===== src/rtl/exec_stage_md.sv =====
// exec_stage_md: execute stage with forwarding, ALU, iterative mul/div and registered EX/MEM output
module exec_stage_md #(
  parameter int XLEN    = 32,
  parameter int NUM_FWD = 2,
  parameter int MD_EN   = 1
) (
  input  logic                    clk,
  input  logic                    rst_n,
  input  logic                    in_valid,
  input  logic                    flush_in,
  input  logic                    hold_in,
  input  logic [1:0]              alu_src_in,
  input  logic [3:0]              alu_op_in,
  input  logic                    md_en_in,
  input  logic [2:0]              md_op_in,
  input  logic [1:0]              branch_in,
  input  logic [1:0]              reg_in_sel_in,
  input  logic [3:0]              dwe_in,
  input  logic [2:0]              func3_in,
  input  logic                    mem_reg_in,
  input  logic                    reg_wr_in,
  input  logic [XLEN-1:0]         rv1_in,
  input  logic [XLEN-1:0]         rv2_in,
  input  logic [XLEN-1:0]         imm_in,
  input  logic [XLEN-1:0]         pc_in,
  input  logic [4:0]              rd_in,
  input  logic [NUM_FWD-1:0]      fwd_rs1_sel_in,
  input  logic [NUM_FWD-1:0]      fwd_rs2_sel_in,
  input  logic [NUM_FWD*XLEN-1:0] fwd_data_in,
  output logic                    stall_out,
  output logic                    out_valid,
  output logic [XLEN-1:0]         alu_out,
  output logic [XLEN-1:0]         rv2_out,
  output logic [XLEN-1:0]         pc_imm_out,
  output logic [XLEN-1:0]         pc4_out,
  output logic [XLEN-1:0]         imm_out,
  output logic                    zero_out,
  output logic [4:0]              rd_out,
  output logic [1:0]              branch_out,
  output logic [1:0]              reg_in_sel_out,
  output logic [3:0]              dwe_out,
  output logic [2:0]              func3_out,
  output logic                    mem_reg_out,
  output logic                    reg_wr_out
);
  localparam int SW = $clog2(XLEN);
  localparam int CW = $clog2(XLEN + 1);
  typedef enum logic [1:0] {IDLE, BUSY, DONE} state_t;
  state_t state_q, state_d;
  logic [CW-1:0] cnt_q, cnt_d;
  logic [2*XLEN-1:0] acc_q, acc_d;
  logic [XLEN-1:0] opb_q, opb_d;
  logic [2:0] op_q, op_d;
  logic an_q, an_d, bn_q, bn_d;
  logic out_valid_q, out_valid_d, zero_q, zero_d, mem_reg_q, mem_reg_d, reg_wr_q, reg_wr_d;
  logic [XLEN-1:0] alu_out_q, alu_out_d, rv2_out_q, rv2_out_d, pc_imm_q, pc_imm_d;
  logic [XLEN-1:0] pc4_q, pc4_d, imm_q, imm_d;
  logic [4:0] rd_q, rd_d;
  logic [1:0] branch_q, branch_d, reg_in_sel_q, reg_in_sel_d;
  logic [3:0] dwe_q, dwe_d;
  logic [2:0] func3_q, func3_d;
  logic [XLEN-1:0] src1, src2, op1, op2, alu_res, res, a_mag, b_mag;
  logic md_en, md_busy, sa, sb, a_neg, b_neg, ge;
  logic [XLEN:0] msum;
  logic [XLEN-1:0] dif, quo, rem, mres, qres, rres, md_res;
  logic [2*XLEN-1:0] mprod;
  assign md_en = (MD_EN != 0) && md_en_in;
  // forwarding: scan from oldest to youngest so the lowest set index wins
  always_comb begin
    src1 = rv1_in;
    src2 = rv2_in;
    for (int k = NUM_FWD - 1; k >= 0; k--) begin
      if (fwd_rs1_sel_in[k]) src1 = fwd_data_in[k*XLEN +: XLEN];
      if (fwd_rs2_sel_in[k]) src2 = fwd_data_in[k*XLEN +: XLEN];
    end
  end
  assign op1 = alu_src_in[0] ? pc_in : src1;
  assign op2 = alu_src_in[1] ? imm_in : src2;
  // single-cycle ALU
  always_comb begin
    alu_res = '0;
    case (alu_op_in)
      4'd0:    alu_res = op1 + op2;
      4'd1:    alu_res = op1 - op2;
      4'd2:    alu_res = op1 & op2;
      4'd3:    alu_res = op1 | op2;
      4'd4:    alu_res = op1 ^ op2;
      4'd5:    alu_res = op1 << op2[SW-1:0];
      4'd6:    alu_res = op1 >> op2[SW-1:0];
      4'd7:    alu_res = $signed(op1) >>> op2[SW-1:0];
      4'd8:    alu_res = {{(XLEN-1){1'b0}}, $signed(op1) < $signed(op2)};
      4'd9:    alu_res = {{(XLEN-1){1'b0}}, op1 < op2};
      4'd10:   alu_res = op2;
      default: alu_res = '0;
    endcase
  end
  assign sa = (md_op_in == 3'd1) | (md_op_in == 3'd2) | (md_op_in == 3'd4) | (md_op_in == 3'd6);
  assign sb = (md_op_in == 3'd1) | (md_op_in == 3'd4) | (md_op_in == 3'd6);
  assign a_neg = sa & src1[XLEN-1];
  assign b_neg = sb & src2[XLEN-1];
  assign a_mag = a_neg ? -src1 : src1;
  assign b_mag = b_neg ? -src2 : src2;
  // acc holds {partial product, multiplier} or {remainder, quotient}; both start as {0, |a|}
  assign msum = {1'b0, acc_q[2*XLEN-1:XLEN]} + (acc_q[0] ? {1'b0, opb_q} : '0);
  assign ge = acc_q[2*XLEN-1:XLEN-1] >= {1'b0, opb_q};
  assign dif = acc_q[2*XLEN-2:XLEN-1] - opb_q;
  assign mprod = (an_q ^ bn_q) ? -acc_q : acc_q;
  assign mres = (op_q[1:0] == 2'd0) ? mprod[XLEN-1:0] : mprod[2*XLEN-1:XLEN];
  assign quo = acc_q[XLEN-1:0];
  assign rem = acc_q[2*XLEN-1:XLEN];
  assign qres = (opb_q == '0) ? '1 : (an_q ^ bn_q) ? -quo : quo;
  assign rres = an_q ? -rem : rem;
  assign md_res = !op_q[2] ? mres : op_q[1] ? rres : qres;
  assign md_busy = (in_valid & md_en & (state_q == IDLE)) | (state_q == BUSY);
  assign stall_out = hold_in | md_busy | ((state_q == DONE) & hold_in);
  assign res = (state_q == DONE) ? md_res : alu_res;
  // mul/div sequencer: one shift-add or restoring-divide step per BUSY cycle
  always_comb begin
    state_d = state_q;
    cnt_d = cnt_q;
    acc_d = acc_q;
    opb_d = opb_q;
    op_d = op_q;
    an_d = an_q;
    bn_d = bn_q;
    if (flush_in) state_d = IDLE;
    else if (state_q == IDLE && in_valid && md_en) begin
      state_d = BUSY;
      cnt_d = CW'(XLEN);
      acc_d = {{XLEN{1'b0}}, a_mag};
      opb_d = b_mag;
      op_d = md_op_in;
      an_d = a_neg;
      bn_d = b_neg;
    end else if (state_q == BUSY) begin
      cnt_d = cnt_q - CW'(1);
      acc_d = op_q[2] ? {ge ? dif : acc_q[2*XLEN-2:XLEN-1], acc_q[XLEN-2:0], ge} : {msum, acc_q[XLEN-1:1]};
      state_d = (cnt_q == CW'(1)) ? DONE : BUSY;
    end else if (state_q == DONE && !hold_in) state_d = IDLE;
  end
  // EX/MEM register next value: flush, then hold, then mul/div bubble, then load
  always_comb begin
    out_valid_d = out_valid_q;
    alu_out_d = alu_out_q;
    rv2_out_d = rv2_out_q;
    pc_imm_d = pc_imm_q;
    pc4_d = pc4_q;
    imm_d = imm_q;
    zero_d = zero_q;
    rd_d = rd_q;
    branch_d = branch_q;
    reg_in_sel_d = reg_in_sel_q;
    dwe_d = dwe_q;
    func3_d = func3_q;
    mem_reg_d = mem_reg_q;
    reg_wr_d = reg_wr_q;
    if (flush_in || (!hold_in && md_busy)) begin
      out_valid_d = 1'b0;
      reg_wr_d = 1'b0;
      dwe_d = '0;
      branch_d = '0;
    end else if (!hold_in) begin
      out_valid_d = in_valid;
      reg_wr_d = in_valid & reg_wr_in;
      dwe_d = in_valid ? dwe_in : '0;
      branch_d = in_valid ? branch_in : '0;
      rd_d = rd_in;
      reg_in_sel_d = reg_in_sel_in;
      func3_d = func3_in;
      mem_reg_d = mem_reg_in;
      alu_out_d = res;
      zero_d = (res == '0);
      rv2_out_d = src2;
      pc_imm_d = pc_in + imm_in;
      pc4_d = pc_in + XLEN'(4);
      imm_d = imm_in;
    end
  end
  // state and output registers
  always_ff @(posedge clk or negedge rst_n) begin
    if (!rst_n) begin
      state_q <= IDLE;
      cnt_q <= '0;
      acc_q <= '0;
      opb_q <= '0;
      op_q <= '0;
      an_q <= 1'b0;
      bn_q <= 1'b0;
      out_valid_q <= 1'b0;
      alu_out_q <= '0;
      rv2_out_q <= '0;
      pc_imm_q <= '0;
      pc4_q <= '0;
      imm_q <= '0;
      zero_q <= 1'b0;
      rd_q <= '0;
      branch_q <= '0;
      reg_in_sel_q <= '0;
      dwe_q <= '0;
      func3_q <= '0;
      mem_reg_q <= 1'b0;
      reg_wr_q <= 1'b0;
    end else begin
      state_q <= state_d;
      cnt_q <= cnt_d;
      acc_q <= acc_d;
      opb_q <= opb_d;
      op_q <= op_d;
      an_q <= an_d;
      bn_q <= bn_d;
      out_valid_q <= out_valid_d;
      alu_out_q <= alu_out_d;
      rv2_out_q <= rv2_out_d;
      pc_imm_q <= pc_imm_d;
      pc4_q <= pc4_d;
      imm_q <= imm_d;
      zero_q <= zero_d;
      rd_q <= rd_d;
      branch_q <= branch_d;
      reg_in_sel_q <= reg_in_sel_d;
      dwe_q <= dwe_d;
      func3_q <= func3_d;
      mem_reg_q <= mem_reg_d;
      reg_wr_q <= reg_wr_d;
    end
  end
  assign out_valid = out_valid_q;
  assign alu_out = alu_out_q;
  assign rv2_out = rv2_out_q;
  assign pc_imm_out = pc_imm_q;
  assign pc4_out = pc4_q;
  assign imm_out = imm_q;
  assign zero_out = zero_q;
  assign rd_out = rd_q;
  assign branch_out = branch_q;
  assign reg_in_sel_out = reg_in_sel_q;
  assign dwe_out = dwe_q;
  assign func3_out = func3_q;
  assign mem_reg_out = mem_reg_q;
  assign reg_wr_out = reg_wr_q;
endmodule


===== config.mk =====
export PLATFORM = sky130hd
export DESIGN_NAME = exec_stage_md
export DESIGN_NICKNAME = d
export VERILOG_FILES = /design/src/rtl/exec_stage_md.sv
export SDC_FILE = /design/constraint.sdc
export NUM_CORES = 2
export LEC_CHECK = 0
export CAP_MARGIN = 20
export CORE_ASPECT_RATIO = 2
export CORE_UTILIZATION = 55
export DETAILED_ROUTE_END_ITERATION = 10
export HOLD_SLACK_MARGIN = 0.03
export PLACE_DENSITY = 0.79
export SLEW_MARGIN = 20
export SYNTH_ARGS = -nofsm -noshare
export SYNTH_HDL_FRONTEND = slang
export SYNTH_SLANG_ARGS = --single-unit

===== constraint.sdc =====
create_clock -name clk -period 11.65 [get_ports clk]
set_clock_uncertainty 0.15 [all_clocks]
set_input_delay 1.165 -clock clk [delete_from_list [all_inputs] [get_ports clk]]
set_output_delay 1.165 -clock clk [all_outputs]
set_load 0.005 [all_outputs]

==> results.ini, run 1 <==
[outcome]
status=aborted with a tool error
error=[ERROR GRT-0116] Global routing finished with congestion. Check the congestion regions in the DRC Viewer.
lastStage=5_1_grt

[synthesis]
yosys_warnings=0
ys_seq_area_frac=0.2215
synthFlopType=dfrtp_1
synth_edf_count=0
syn_inst=4423
synth_seq_cells=289
async_reset_ff_frac=1.000
synth_area_sq_mm=0.03265
synth_fp_nets=4856
synth.distinct_cells=98
avgSynthCellArea_sq_um=7.383

[cts]
cts_inserted_buffers=31
post_cts_buffers=0
clockBufferDepth=3
cts_resized=0
htreeDepth=1
cts_sinks=289
ctsRootBufferMaster=clkbuf_16
cts_hold_buffers=0

[placed_design]
portBuffers=409
gp_congestion=1.143
dp_hpwl_um=145500
dp_cells=5415

[floorplanning]
rows=126
start_util=0.5553
die_h_um=346.6
io_pins=410
die_w_um=174.3

[global_routing]
grt_pass1_wl_um=311400
grt_use_total=0.6980
grt_max_degree=233
grt_pass1_vias=43480
overflow=246

[layer usage]
metal	overflow	track usage
met1	0	0.6789
met2	145	0.9580
met3	1	0.3931
met4	100	0.8224
met5	0	0.009804
[metrics by stage]
stage	cell area (sq um)	setup slack, ns
4_1_cts	38560	4.377
3_5_place_dp	37430	3.745
3_3_place_gp	37430	3.848
2_1_floorplan	32650	5.191
[synth_stat cells, drive strengths merged (21+ instances only)]
cell type	number	area, sq um
nor2b	27	168.9
nor3	72	371.6
dfrtp	289	7232
o21ai	429	2147
clkbuf	215	807.0
ha	199	2490
a211oi	49	367.9
o21a	23	172.7
o221ai	54	601.8
nand2b	106	663.1
mux2	67	758.2
and2	21	131.4
buf	76	390.4
nor2	407	1528
nand2	623	2341
a21oi	340	1705
nand3	84	420.4
o21bai	21	157.7
a31oi	55	344.1
o211ai	51	392.9
a221oi	40	350.3
inv	171	641.9
or3	33	206.5
mux2i	179	1795
o31ai	30	235.2
nand4	32	200.2
xor2	121	1060
a21o	67	503.0
and3	34	212.7
xnor2	147	1287
nor4	43	296.5
o22ai	51	319.1
[cells by family after synthesis]
family / share of synthesized area
AOI/OAI and AO/OA: 0.2750
muxes: 0.07821
xor gates and xnor gates: 0.07188
buffers and inverters: 0.05702
adders and majority gates: 0.07932
DFF: 0.2215
and+or+nand+nor: 0.2171
==> inputs of run 2 (changes only) <==
--- a/config.mk
+++ b/config.mk
@@ -6,11 +6,9 @@
 export NUM_CORES = 2
 export LEC_CHECK = 0
 export CAP_MARGIN = 20
-export CORE_ASPECT_RATIO = 2
-export CORE_UTILIZATION = 55
+export CORE_UTILIZATION = 40
 export DETAILED_ROUTE_END_ITERATION = 10
-export HOLD_SLACK_MARGIN = 0.03
-export PLACE_DENSITY = 0.79
+export PLACE_DENSITY_LB_ADDON = 0.15
 export SLEW_MARGIN = 20
 export SYNTH_ARGS = -nofsm -noshare
 export SYNTH_HDL_FRONTEND = slang
==> run 2 against run 1 <==
The flow now finishes, with violations (design-rule violations). Synthesized cell count is the same. Area after synthesis is the same.
==> results.ini, run 2 <==
[worst_setup_path]
cp_max_fo=17
end_kind=flop
cp_data_required_time_ns=12.00
cp.buffers_inverters=2
worst-r2r-setup-slack_ns=6.11
max_stage_delay_ns=0.70
critical-path-slowest-cell=a21oi_1
worst_setup_path_start_kind=input pin
setup.worst_path.class=in2reg
rr_worst_depth=14
crit_path_cell_trace=buf_2 -> buf_4 -> mux2_2 -> mux2i_1 -> nor2_1 -> a21oi_1 -> ha_1 -> or3_1 -> a211oi_1 -> o2111ai_1 -> a211oi_1 -> a211oi_1 -> o31ai_1 -> and3_1 -> or4b_1 -> nor4_1 -> nand3_1 -> o31ai_2
cp.depth=18
crit_top_cell=a211oi_1
cpLargestDelayFamily=compound AO/OA/AOI/OAI gates
crit_arrival_ns=8.03

[global_routing]
grt_pass1_vias=34170
grt_max_degree=229
use_met2=0.6236
antenna_found_initial=13
grt_use_met1=0.5243
grt.met3_usage=0.09231
grt_use_total=0.4070
overflow=0
grt_pass1_wl_um=246900
grt.busiest_layer=met2

[timing]
rsz0062_at_grt=no
period_minus_slack_ns=7.680
fin_crit_sh=0.6592
tightest_slew_ns=1.221
tns_ns=0
setup_viol_count_final=0
max_slew_margin=0.1754
fmax_mhz=130.2
fin_hold_ws_ns=0.3203
report.final.hold_viol_count=0
maxSlewViolCount=0

[cts]
cts_inserted_buffers=39  ; was 31
ctsRootBufferMaster=clkbuf_16  ; unchanged
insertion_delay_ns=0.59
post_cts_buffers=0  ; unchanged
clockBufferDepth=3  ; unchanged
cts_hold_buffers=0  ; unchanged
clk_pin_slew_ns=0.06
cts_resized=0  ; unchanged
cts_sinks=289  ; unchanged
cts_tree=done
htreeDepth=2  ; was 1

[run]
maxCapViolations=0

[placed_design]
dpl_cell_area_sq_mm=0.03773  ; was 0.03743 sq mm
dp_hpwl_um=136500  ; was 145500 um
gp_congestion=1.069  ; was 1.143
portBuffers=409  ; unchanged

[outcome]
violations=design-rule violations
status=finished with violations  ; was aborted with a tool error

[synthesis]
synth_edf_count=0  ; unchanged
yosysTopAreaCell=dfrtp_1  ; unchanged
async_reset_ff_frac=1.000  ; unchanged
synth_area_sq_mm=0.03265  ; unchanged
syn_inst=4423  ; unchanged
ys_seq_area_frac=0.2215  ; unchanged
yosysMostFrequentCell=nand2_1  ; unchanged
synth_seq_cells=289  ; unchanged
yosysTopAreaCellShare=0.2215  ; unchanged
avgSynthCellArea_sq_um=7.383  ; unchanged
synth_fp_nets=4856  ; unchanged
synthFlopType=dfrtp_1  ; unchanged
synth_commonest_cells=622 x nand2_1, 423 x o21ai_0, 407 x nor2_1  ; unchanged
yosys-top-cells-area=dfrtp_1 22%, ha_1 7.6%, nand2_1 7.1%, o21ai_0 6.5%, mux2i_1 5.5%  ; unchanged
synth.distinct_cells=98  ; unchanged
yosys_warnings=0  ; unchanged

[drt]
first_iter_violations=4840
wire_per_inst_um=30.05
drc=48
ant_nets=0
vias=37160
drt-vias-per-instance=6.421
wirelength_um=173900
first_pass_iters=11

[power]
p_leak_uw=0.01679
power.total_uw=6991
ir_drop_mv=0.1094
powerDensity_mw_per_mm2=178.9

[finish]
largest-register=acc_q
layout_common_cells=622 x nand2_1, 422 x o21ai_0, 405 x nor2_1
drive_above_1_share=0.06725
final_common_cell=nand2_1
syn_to_final_growth_pct=19.64
fin_area_sq_mm=0.03907
largest_reg_flops=64
num-nets-final=5118

[floorplanning]
die_w_um=287.7  ; was 174.3 um
dieArea_sq_mm=0.08278
coreArea_sq_mm=0.08068
start_util=0.4047  ; was 0.5553
io_pins=410  ; unchanged
rows=104  ; was 126
die_h_um=287.7  ; was 346.6 um

[min_path]
hp-class=reg2reg
hold_path_depth=2

==> run 2: cell counts after synthesis <==
No cell type changed its count.
==> run 2: cell families (layout without fill, tap and decap cells) <==
logic type	after synthesis	after routing	share of synthesized area
compound gates	1397	1397	0.2750
xor+xnor	268	268	0.07188
fa+ha+maj	204	204	0.07932
buf+inv	468	759	0.05702
flops	289	289	0.2215
mux	246	246	0.07821
other cells	0	13	0
simple gates	1551	1551	0.2171
==> run 2: power breakdown <==
| part | leakage [uW] | switching (uW) | internal [uW] |
|---|---|---|---|
| Clock | 0.000618 | 553 | 697 |
| Sequential | 0.00363 | 397 | 1260 |
| Combinational | 0.0125 | 2490 | 1590 |
| Total | 0.0168 | 3440 | 3550 |
==> run 2: final timing paths <==
| path | start | endpoint |
|---|---|---|
| worst max-delay path | fwd_rs2_sel_in[1] | zero_out$_DFFE_PN0P_ |
| worst min-delay path | alu_out[14]$_DFFE_PN0P_ | alu_out[14]$_DFFE_PN0P_ |
| worst max register to register | acc_q[16]$_DFFE_PN0P_ | zero_out$_DFFE_PN0P_ |
| worst min register to register | alu_out[14]$_DFFE_PN0P_ | alu_out[14]$_DFFE_PN0P_ |
| max in group asynchronous | rst_n | pc4_out[23]$_DFFE_PN0P_ |
| min in group asynchronous | rst_n | acc_q[50]$_DFFE_PN0P_ |
==> run 2: per-layer routing <==
layer | up-vias | share of wire | wire length, um
li1 | 16500 | - | -
met1 | 17880 | 0.40 | 69010
met2 | 2318 | 0.43 | 74970
met3 | 454 | 0.11 | 18420
met4 | 0 | 0.066 | 11530
met5 | - | 0 | 0
==> run 2: tightest hold or removal path, stage by stage (launching register included) <==
cell,delay [ns]
dfrtp_1,0.34
nand2_1,0.05
nand2_1,0.05
==> run 2: layout make-up <==
| class | count | area, sq um |
|---|---|---|
| antenna | 13 | 32.53 |
| clock buffer | 50 | 1057 |
| clock inverter | 20 | 225.2 |
| fill | 8136 | 41610 |
| inverter | 177 | 664.4 |
| multi-input combinational | 3666 | 23660 |
| sequential | 289 | 7236 |
| tap | 1060 | 1326 |
| timing repair buffer | 512 | 4865 |
==> run 2: through the flow <==
step,util,std cells,setup WS [ns]
after floorplan,-,4423,5.191
after global placement,0.4676,5701,3.753
after detailed placement,0.4676,5701,3.735
after CTS,0.4835,5771,4.332
after global routing,0.4840,5780,3.664
final,0.4842,5787,3.970
Power figures use the tool's default switching activity.
